--- src/rtl/axilite_pkg.sv ---
// Shared types and helpers for the AXI4-Lite register slave.
package axilite_pkg;

    typedef enum logic [1:0] {
        OKAY   = 2'b00,
        EXOKAY = 2'b01,
        SLVERR = 2'b10,
        DECERR = 2'b11
    } resp_t;

    typedef enum logic [1:0] {
        W_IDLE    = 2'd0,
        W_HAVE_AW = 2'd1,
        W_HAVE_W  = 2'd2,
        W_RESP    = 2'd3
    } wr_state_t;

    typedef enum logic {
        R_IDLE = 1'b0,
        R_RESP = 1'b1
    } rd_state_t;

    // Byte-lane merge: lane i takes new_word when strb[i] is set, else keeps old_word.
    function automatic logic [31:0] strb_merge(input logic [31:0] old_word,
                                               input logic [31:0] new_word,
                                               input logic [3:0]  strb);
        logic [31:0] merged;
        merged = old_word;
        for (int i = 0; i < 4; i++) begin
            if (strb[i]) merged[8*i +: 8] = new_word[8*i +: 8];
        end
        return merged;
    endfunction

endpackage

--- src/rtl/axilite_reg_slave.sv ---
// AXI4-Lite slave: NUM_REGS/2 RW control words followed by NUM_REGS/2 live RO status words.
// Define AXILITE_REG_SLAVE_SLVERR_EN to answer RO writes and out-of-range accesses with SLVERR.
module axilite_reg_slave
    import axilite_pkg::*;
#(
    parameter int unsigned C_AXI_DATA_WIDTH = 32,
    parameter int unsigned C_AXI_ADDR_WIDTH = 8,
    parameter int unsigned NUM_REGS         = 8
) (
    input  logic                              AXI_ACLK,
    input  logic                              AXI_ARESET,
    input  logic [C_AXI_ADDR_WIDTH-1:0]       AXI_AWADDR,
    input  logic [2:0]                        AXI_AWPROT,
    input  logic                              AXI_AWVALID,
    output logic                              AXI_AWREADY,
    input  logic [C_AXI_DATA_WIDTH-1:0]       AXI_WDATA,
    input  logic [C_AXI_DATA_WIDTH/8-1:0]     AXI_WSTRB,
    input  logic                              AXI_WVALID,
    output logic                              AXI_WREADY,
    output logic [1:0]                        AXI_BRESP,
    output logic                              AXI_BVALID,
    input  logic                              AXI_BREADY,
    input  logic [C_AXI_ADDR_WIDTH-1:0]       AXI_ARADDR,
    input  logic [2:0]                        AXI_ARPROT,
    input  logic                              AXI_ARVALID,
    output logic                              AXI_ARREADY,
    output logic [C_AXI_DATA_WIDTH-1:0]       AXI_RDATA,
    output logic [1:0]                        AXI_RRESP,
    output logic                              AXI_RVALID,
    input  logic                              AXI_RREADY,
    output logic [(NUM_REGS/2)*32-1:0]        ctrl_out,
    input  logic [(NUM_REGS/2)*32-1:0]        status_in,
    output logic [NUM_REGS/2-1:0]             wr_pulse
);

    localparam int unsigned NCTRL = NUM_REGS / 2;
    localparam int unsigned IDX_W = C_AXI_ADDR_WIDTH - 2;
    localparam int unsigned SEL_W = (NCTRL > 1) ? $clog2(NCTRL) : 1;

    wr_state_t         wr_state, wr_state_next_c;
    rd_state_t         rd_state, rd_state_next_c;

    logic [IDX_W-1:0]  aw_idx;
    logic [31:0]       wdata_hold;
    logic [3:0]        wstrb_hold;

    logic              aw_hs_c, w_hs_c, b_hs_c, ar_hs_c, r_hs_c;
    logic              wr_commit_c;
    logic [IDX_W-1:0]  wr_idx_c, rd_idx_c;
    logic [SEL_W-1:0]  wr_sel_c, rd_sel_c;
    logic [31:0]       wr_data_c, rd_word_c;
    logic [3:0]        wr_strb_c;
    logic              wr_ctrl_c, rd_ctrl_c, rd_stat_c;
    resp_t             wr_resp_c, rd_resp_c;

    logic              unused_inputs_c;
    assign unused_inputs_c = ^{AXI_AWPROT, AXI_ARPROT, AXI_AWADDR[1:0], AXI_ARADDR[1:0]};

    assign aw_hs_c = AXI_AWVALID && AXI_AWREADY;
    assign w_hs_c  = AXI_WVALID  && AXI_WREADY;
    assign b_hs_c  = AXI_BVALID  && AXI_BREADY;
    assign ar_hs_c = AXI_ARVALID && AXI_ARREADY;
    assign r_hs_c  = AXI_RVALID  && AXI_RREADY;

    // The final handshake may arrive directly from the bus rather than from the hold registers.
    assign wr_idx_c  = aw_hs_c ? AXI_AWADDR[C_AXI_ADDR_WIDTH-1:2] : aw_idx;
    assign wr_data_c = w_hs_c  ? 32'(AXI_WDATA) : wdata_hold;
    assign wr_strb_c = w_hs_c  ? 4'(AXI_WSTRB)  : wstrb_hold;
    assign rd_idx_c  = AXI_ARADDR[C_AXI_ADDR_WIDTH-1:2];

    // NCTRL is a power of two, so the low index bits select the word inside either bank.
    assign wr_sel_c  = wr_idx_c[SEL_W-1:0];
    assign rd_sel_c  = rd_idx_c[SEL_W-1:0];
    assign wr_ctrl_c = 32'(wr_idx_c) < NCTRL;
    assign rd_ctrl_c = 32'(rd_idx_c) < NCTRL;
    assign rd_stat_c = !rd_ctrl_c && (32'(rd_idx_c) < NUM_REGS);

`ifdef AXILITE_REG_SLAVE_SLVERR_EN
    assign wr_resp_c = wr_ctrl_c ? OKAY : SLVERR;
    assign rd_resp_c = (rd_ctrl_c || rd_stat_c) ? OKAY : SLVERR;
`else
    assign wr_resp_c = OKAY;
    assign rd_resp_c = OKAY;
`endif

    // Read mux; out-of-range words read as zero.
    always_comb begin
        rd_word_c = '0;
        for (int unsigned k = 0; k < NCTRL; k++) begin
            if (rd_sel_c == SEL_W'(k)) begin
                if (rd_ctrl_c) begin
                    rd_word_c = ctrl_out[32*k +: 32];
                end else if (rd_stat_c) begin
                    rd_word_c = status_in[32*k +: 32];
                end
            end
        end
    end

    // Write channel next state: AW and W may arrive in either order.
    always_comb begin
        wr_state_next_c = wr_state;
        unique case (wr_state)
            W_IDLE: begin
                if (aw_hs_c && w_hs_c) begin
                    wr_state_next_c = W_RESP;
                end else if (aw_hs_c) begin
                    wr_state_next_c = W_HAVE_AW;
                end else if (w_hs_c) begin
                    wr_state_next_c = W_HAVE_W;
                end
            end
            W_HAVE_AW: if (w_hs_c)  wr_state_next_c = W_RESP;
            W_HAVE_W:  if (aw_hs_c) wr_state_next_c = W_RESP;
            W_RESP:    if (b_hs_c)  wr_state_next_c = W_IDLE;
            default:   wr_state_next_c = W_IDLE;
        endcase
    end

    assign wr_commit_c = (wr_state != W_RESP) && (wr_state_next_c == W_RESP);

    // Read channel next state.
    always_comb begin
        rd_state_next_c = rd_state;
        unique case (rd_state)
            R_IDLE:  if (ar_hs_c) rd_state_next_c = R_RESP;
            R_RESP:  if (r_hs_c)  rd_state_next_c = R_IDLE;
            default: rd_state_next_c = R_IDLE;
        endcase
    end

    // Write channel state, registered handshake outputs and control registers.
    always_ff @(posedge AXI_ACLK) begin
        if (AXI_ARESET) begin
            wr_state    <= W_IDLE;
            AXI_AWREADY <= 1'b0;
            AXI_WREADY  <= 1'b0;
            AXI_BVALID  <= 1'b0;
            AXI_BRESP   <= 2'b00;
            aw_idx      <= '0;
            wdata_hold  <= '0;
            wstrb_hold  <= '0;
            wr_pulse    <= '0;
            ctrl_out    <= '0;
        end else begin
            wr_state    <= wr_state_next_c;
            AXI_AWREADY <= (wr_state_next_c == W_IDLE) || (wr_state_next_c == W_HAVE_W);
            AXI_WREADY  <= (wr_state_next_c == W_IDLE) || (wr_state_next_c == W_HAVE_AW);
            AXI_BVALID  <= (wr_state_next_c == W_RESP);
            if (aw_hs_c) aw_idx <= wr_idx_c;
            if (w_hs_c) begin
                wdata_hold <= wr_data_c;
                wstrb_hold <= wr_strb_c;
            end
            if (wr_commit_c) AXI_BRESP <= wr_resp_c;
            for (int unsigned k = 0; k < NCTRL; k++) begin
                wr_pulse[k] <= wr_commit_c && wr_ctrl_c && (wr_sel_c == SEL_W'(k));
                if (wr_commit_c && wr_ctrl_c && (wr_sel_c == SEL_W'(k))) begin
                    ctrl_out[32*k +: 32] <= strb_merge(ctrl_out[32*k +: 32], wr_data_c, wr_strb_c);
                end
            end
        end
    end

    // Read channel state; data is captured at the AR handshake and held until the R handshake.
    always_ff @(posedge AXI_ACLK) begin
        if (AXI_ARESET) begin
            rd_state    <= R_IDLE;
            AXI_ARREADY <= 1'b0;
            AXI_RVALID  <= 1'b0;
            AXI_RDATA   <= '0;
            AXI_RRESP   <= 2'b00;
        end else begin
            rd_state    <= rd_state_next_c;
            AXI_ARREADY <= (rd_state_next_c == R_IDLE);
            AXI_RVALID  <= (rd_state_next_c == R_RESP);
            if (ar_hs_c) begin
                AXI_RDATA <= C_AXI_DATA_WIDTH'(rd_word_c);
                AXI_RRESP <= rd_resp_c;
            end
        end
    end

endmodule
--- config.mk ---
export PLATFORM = sky130hd
export DESIGN_NAME = axilite_reg_slave
export DESIGN_NICKNAME = d
export VERILOG_FILES = /design/src/rtl/axilite_pkg.sv /design/src/rtl/axilite_reg_slave.sv
export SDC_FILE = /design/constraint.sdc
export NUM_CORES = 1
export LEC_CHECK = 0
export CORE_ASPECT_RATIO = 1.1
export CORE_MARGIN = 10
export CORE_UTILIZATION = 46
export CTS_BUF_LIST = sky130_fd_sc_hd__clkbuf_4 sky130_fd_sc_hd__clkbuf_8 sky130_fd_sc_hd__clkbuf_16
export CTS_CLUSTER_DIAMETER = 60
export DETAILED_ROUTE_END_ITERATION = 6
export PLACE_DENSITY = 0.9
export SYNTH_ARGS = -nofsm -noshare
export SYNTH_HDL_FRONTEND = slang
export SYNTH_SLANG_ARGS = --single-unit
export TNS_END_PERCENT = 1
--- constraint.sdc ---
create_clock -name AXI_ACLK -period 3.7 [get_ports AXI_ACLK]
set_clock_uncertainty 0.1 [all_clocks]
set_input_delay 0.555 -clock AXI_ACLK [delete_from_list [all_inputs] [get_ports AXI_ACLK]]
set_output_delay 0.555 -clock AXI_ACLK [all_outputs]
set_load 0.01 [all_outputs]
==> impl_results.md <==
* Status: complete, no violations
* Post-Layout Inst Area at 14600 um2
* Syn-to-layout area delta at 46.8%
* Arrival time worst endpoint at 3.28 ns
* Tot Pwr at 5470 uW
* Worst-path cell chain: clkdlybuf4s50_1 > or3_1 > nor3_2 > buf_4 > a221oi_1 > a311oi_1
* Register area at 4260 um2
* Max Slew Vio Count at 0
* Switch share at 22.8%
* Net Sw Power at 1250 uW
* DR DRC count at 0
* Setup Fix Bufs, Post-CTS at 0
* R2R Path End: ctrl_out[15]$_SDFFE_PP0P_
* Final Cycle Share at 80.9%
* First-pass GRT wire length at 59000 um
* TritonCTS clock tree: built
* Worst Hold Endpoint: AXI_ARREADY$_SDFF_PP0_
* I/O pins at 366
* Vias in the first global route at 9726
* CTS Hold Bufs at 0
* Layout Nets at 1520
* Antenna violations before repair at 1
* Multi-input gate area at 5270 um2
* Routed length per placed instance at 24.3 um
* FFs w/ async S/R, synth at 0%
* Sequential fraction of design power at 43.4%
* Total number of vias at 9263
* Die ar. at 27900 um2
* Crit path max fanout at 9
* Post-synth EDFFs at 0
* Setup TNS at 0 ns
* Cell taking the most area after synthesis: dfxtp_1
* RSZ-0062 raised after global routing: false
* Setup CP Type: in -> reg
* PD cells at 374 nW/um2
* Post-cts gate resize count at 0
* Synthesis-stage register bit count at 213
* Crit path buffers/inverters at 2
* Avg Vias per Cell at 5.68
* Max frequency at 334 MHz
* Max Cap Violations at 0
* Post-Route Utilization at 68.6%
* Main synth FF type: dfxtp_1
* Layout cells sized above 1 at 12.5%
* Later-pin clock latency in the skew report at 0.51 ns
* Fin. Hold Viols at 0
* Port buffer count at 351
* Crit path launch type: input pin
* Fill count at 1611
* Total Routing Usage GR at 26.8%
* Post-Syn Area at 9960 um2
* Max stage delay on crit path at 0.91 ns
* Buffer depth of the longest clock path at 3
* Max IR drop VDD at 0.000266 V
* Post-synth top area share at 42.8%
* Chip width at 160 um
* Post-Route WL at 39600 um
* R2R depth at 5
* Hold Path Class: in -> reg
* Clock sink total at 213
* Initial DRC count at 650
* Min-delay src: AXI_ARESET
* Max stage delay cell, worst path: nor3_2
* # H-tree levels at 1
* Largest net degree at the start of global routing at 123
* Worst-Margin Slew at 1.10 ns
* Placement-stage cell area at 13800 um2
* CP delay by family, top: simple AND/OR/NAND/NOR gates
* Sequential area share after synthesis at 42.8%
* Most area-consuming cells after synthesis: dfxtp_1, mux2i_1, nand2b_1, mux2_2, a221oi_1
* LEAKAGE at 0.00543 uW
* Rows at 56
* Synth Warn # at 0
* Clk slew on worst S/H paths at 0.06 ns
* Avg Cell Area, Syn at 10.1 um2
* DR pass1 iterations at 6
* Clk root buf: clkbuf_16
* Int Pwr at 4220 uW
* Worst Path Required at 3.99 ns
* CP endpoint kind: flip-flop
* Antenna-violating nets left at 0
* Reg2reg start: AXI_AWREADY$_SDFF_PP0_
* Gate power share at 12.2%
* Global placer's final weighted congestion at 0.869
* Post-DP HPWL at 28800 um
* Post-layout min period at 2.99 ns
* Starting Density at 46.8%
* Chip Height at 174 um
* Core area at 21300 um2
* Netlist cell types at 57
* Relative slew slack at 26.5%
* Flop-to-flop setup slack at 1.02 ns
* Clock power frac at 44.4%
* # setup viols final at 0
* Total CTS buffers at 22
* Synth Instances at 988
* WHS Path Cells at 2
* Grt ovf at 0
[cells in the mapped netlist (5+ instances only)]
master,n
a211oi_1,12
inv_1,34
a222oi_1,10
nand2_1,14
mux2_2,28
nand3b_1,16
a311oi_1,21
buf_4,7
o21ai_0,26
nor2_4,6
mux2i_1,181
a21oi_1,29
clkbuf_1,41
dfxtp_1,213
buf_2,20
a22o_1,18
a221oi_1,32
nor2_1,63
nand2b_1,113
nor3_1,5
or2_2,32
[registers in the layout, summed over array words and instances, names as in the netlist]
signal and cells:
AXI_WREADY 1, rd_state 1, AXI_RDATA 32, AXI_AWREADY 1, wr_pulse 4, AXI_ARREADY 1
ctrl_out 128, aw_idx 6, AXI_BVALID 1, wstrb_hold 4, wr_state 2, wdata_hold 32
[through the flow]
| step | worst slack (ns) | hold slack (ns) | instances |
|---|---|---|---|
| detailed placement | 0.229 | 0.369 | 1593 |
| global placement | 0.305 | 0.342 | 1593 |
| finish | 0.706 | 0.356 | 1632 |
| global route | 0.627 | 0.360 | 1631 |
| floorplan | 1.50 | 0.336 | 991 |
| CTS | 0.747 | 0.341 | 1631 |
[power groups by stage]
stage / logic, uW / registers [uW] / clock network [uW]
final: 668 / 2380 / 2430
after global routing: 709 / 2380 / 2520
after CTS: 666 / 2370 / 2450
after detailed placement: 661 / 2430 / 0
after global placement: 648 / 2420 / 0
after floorplan: 300 / 2430 / 0
[worst register-to-register path, delay by kind of cell, from the launching register on]
family             cells  cell delay, ns
and+or+nand+nor        3            1.45
muxes                  1            0.22
DFF                    1            0.53
AOI/OAI and AO/OA      1            0.25
[cell usage in the layout (no fill, tap or decap), types with 7 or more instances in the layout]
| cell type | Yosys | layout |
|---|---|---|
| a22o_1 | 18 | 18 |
| a211oi_1 | 12 | 12 |
| a21oi_1 | 29 | 29 |
| nand3b_1 | 16 | 16 |
| mux2i_1 | 181 | 181 |
| a311oi_1 | 21 | 21 |
| a222oi_1 | 10 | 10 |
| mux2_2 | 28 | 28 |
| or2_2 | 32 | 32 |
| nand2b_1 | 113 | 113 |
| inv_1 | 34 | 34 |
| o21ai_0 | 26 | 26 |
| nand2_1 | 14 | 14 |
| clkdlybuf4s50_1 | 0 | 348 |
| a221oi_1 | 32 | 32 |
| clkbuf_16 | 0 | 23 |
| nor2_1 | 63 | 62 |
| buf_4 | 7 | 29 |
| dfxtp_1 | 213 | 213 |
| clkbuf_8 | 0 | 7 |
[metal layers]
layer / up-vias / track usage (%) / wire (um)
met5: - / 0 / 0
met4: 0 / 11.0 / 1640
met3: 105 / 8.10 / 3410
met2: 479 / 47.5 / 19600
met1: 4464 / 29.2 / 15000
li1: 4215 / - / -
[how the worst max path moves through the flow]
stage	startpoint	end	slack, ns	depth (start not counted)
floorplan	AXI_AWVALID	ctrl_out[10]$_SDFFE_PP0P_	1.50	7
global placement	AXI_ARADDR[5]	AXI_RDATA[24]$_SDFFE_PP0P_	0.30	6
detailed placement	AXI_ARADDR[5]	AXI_RDATA[0]$_SDFFE_PP0P_	0.23	6
CTS	AXI_ARADDR[5]	AXI_RDATA[0]$_SDFFE_PP0P_	0.75	6
global route	AXI_ARADDR[5]	AXI_RDATA[25]$_SDFFE_PP0P_	0.63	6
finish	AXI_ARADDR[5]	AXI_RDATA[0]$_SDFFE_PP0P_	0.71	6
[layout make-up]
cell class / count / area share, %
Antenna cell: 1 / 0.0171
Clock buffer: 34 / 4.80
Clock inverter: 4 / 0.650
Inverter: 34 / 0.873
Multi-Input combinational cell: 673 / 36.1
Sequential cell: 213 / 29.2
Tap cell: 290 / 2.48
Timing Repair Buffer: 383 / 25.9
[kinds of logic (layout without fill, tap and decap cells)]
kind of cell,Yosys count,count (layout),synth area share (%)
compound gates,167,167,12.6
buf+inv,105,455,4.70
flops,213,213,42.8
mux,209,209,21.4
other cells,1,5,0.0376
simple gates,293,293,18.5
Note: power is estimated with default switching activity, not from simulation.
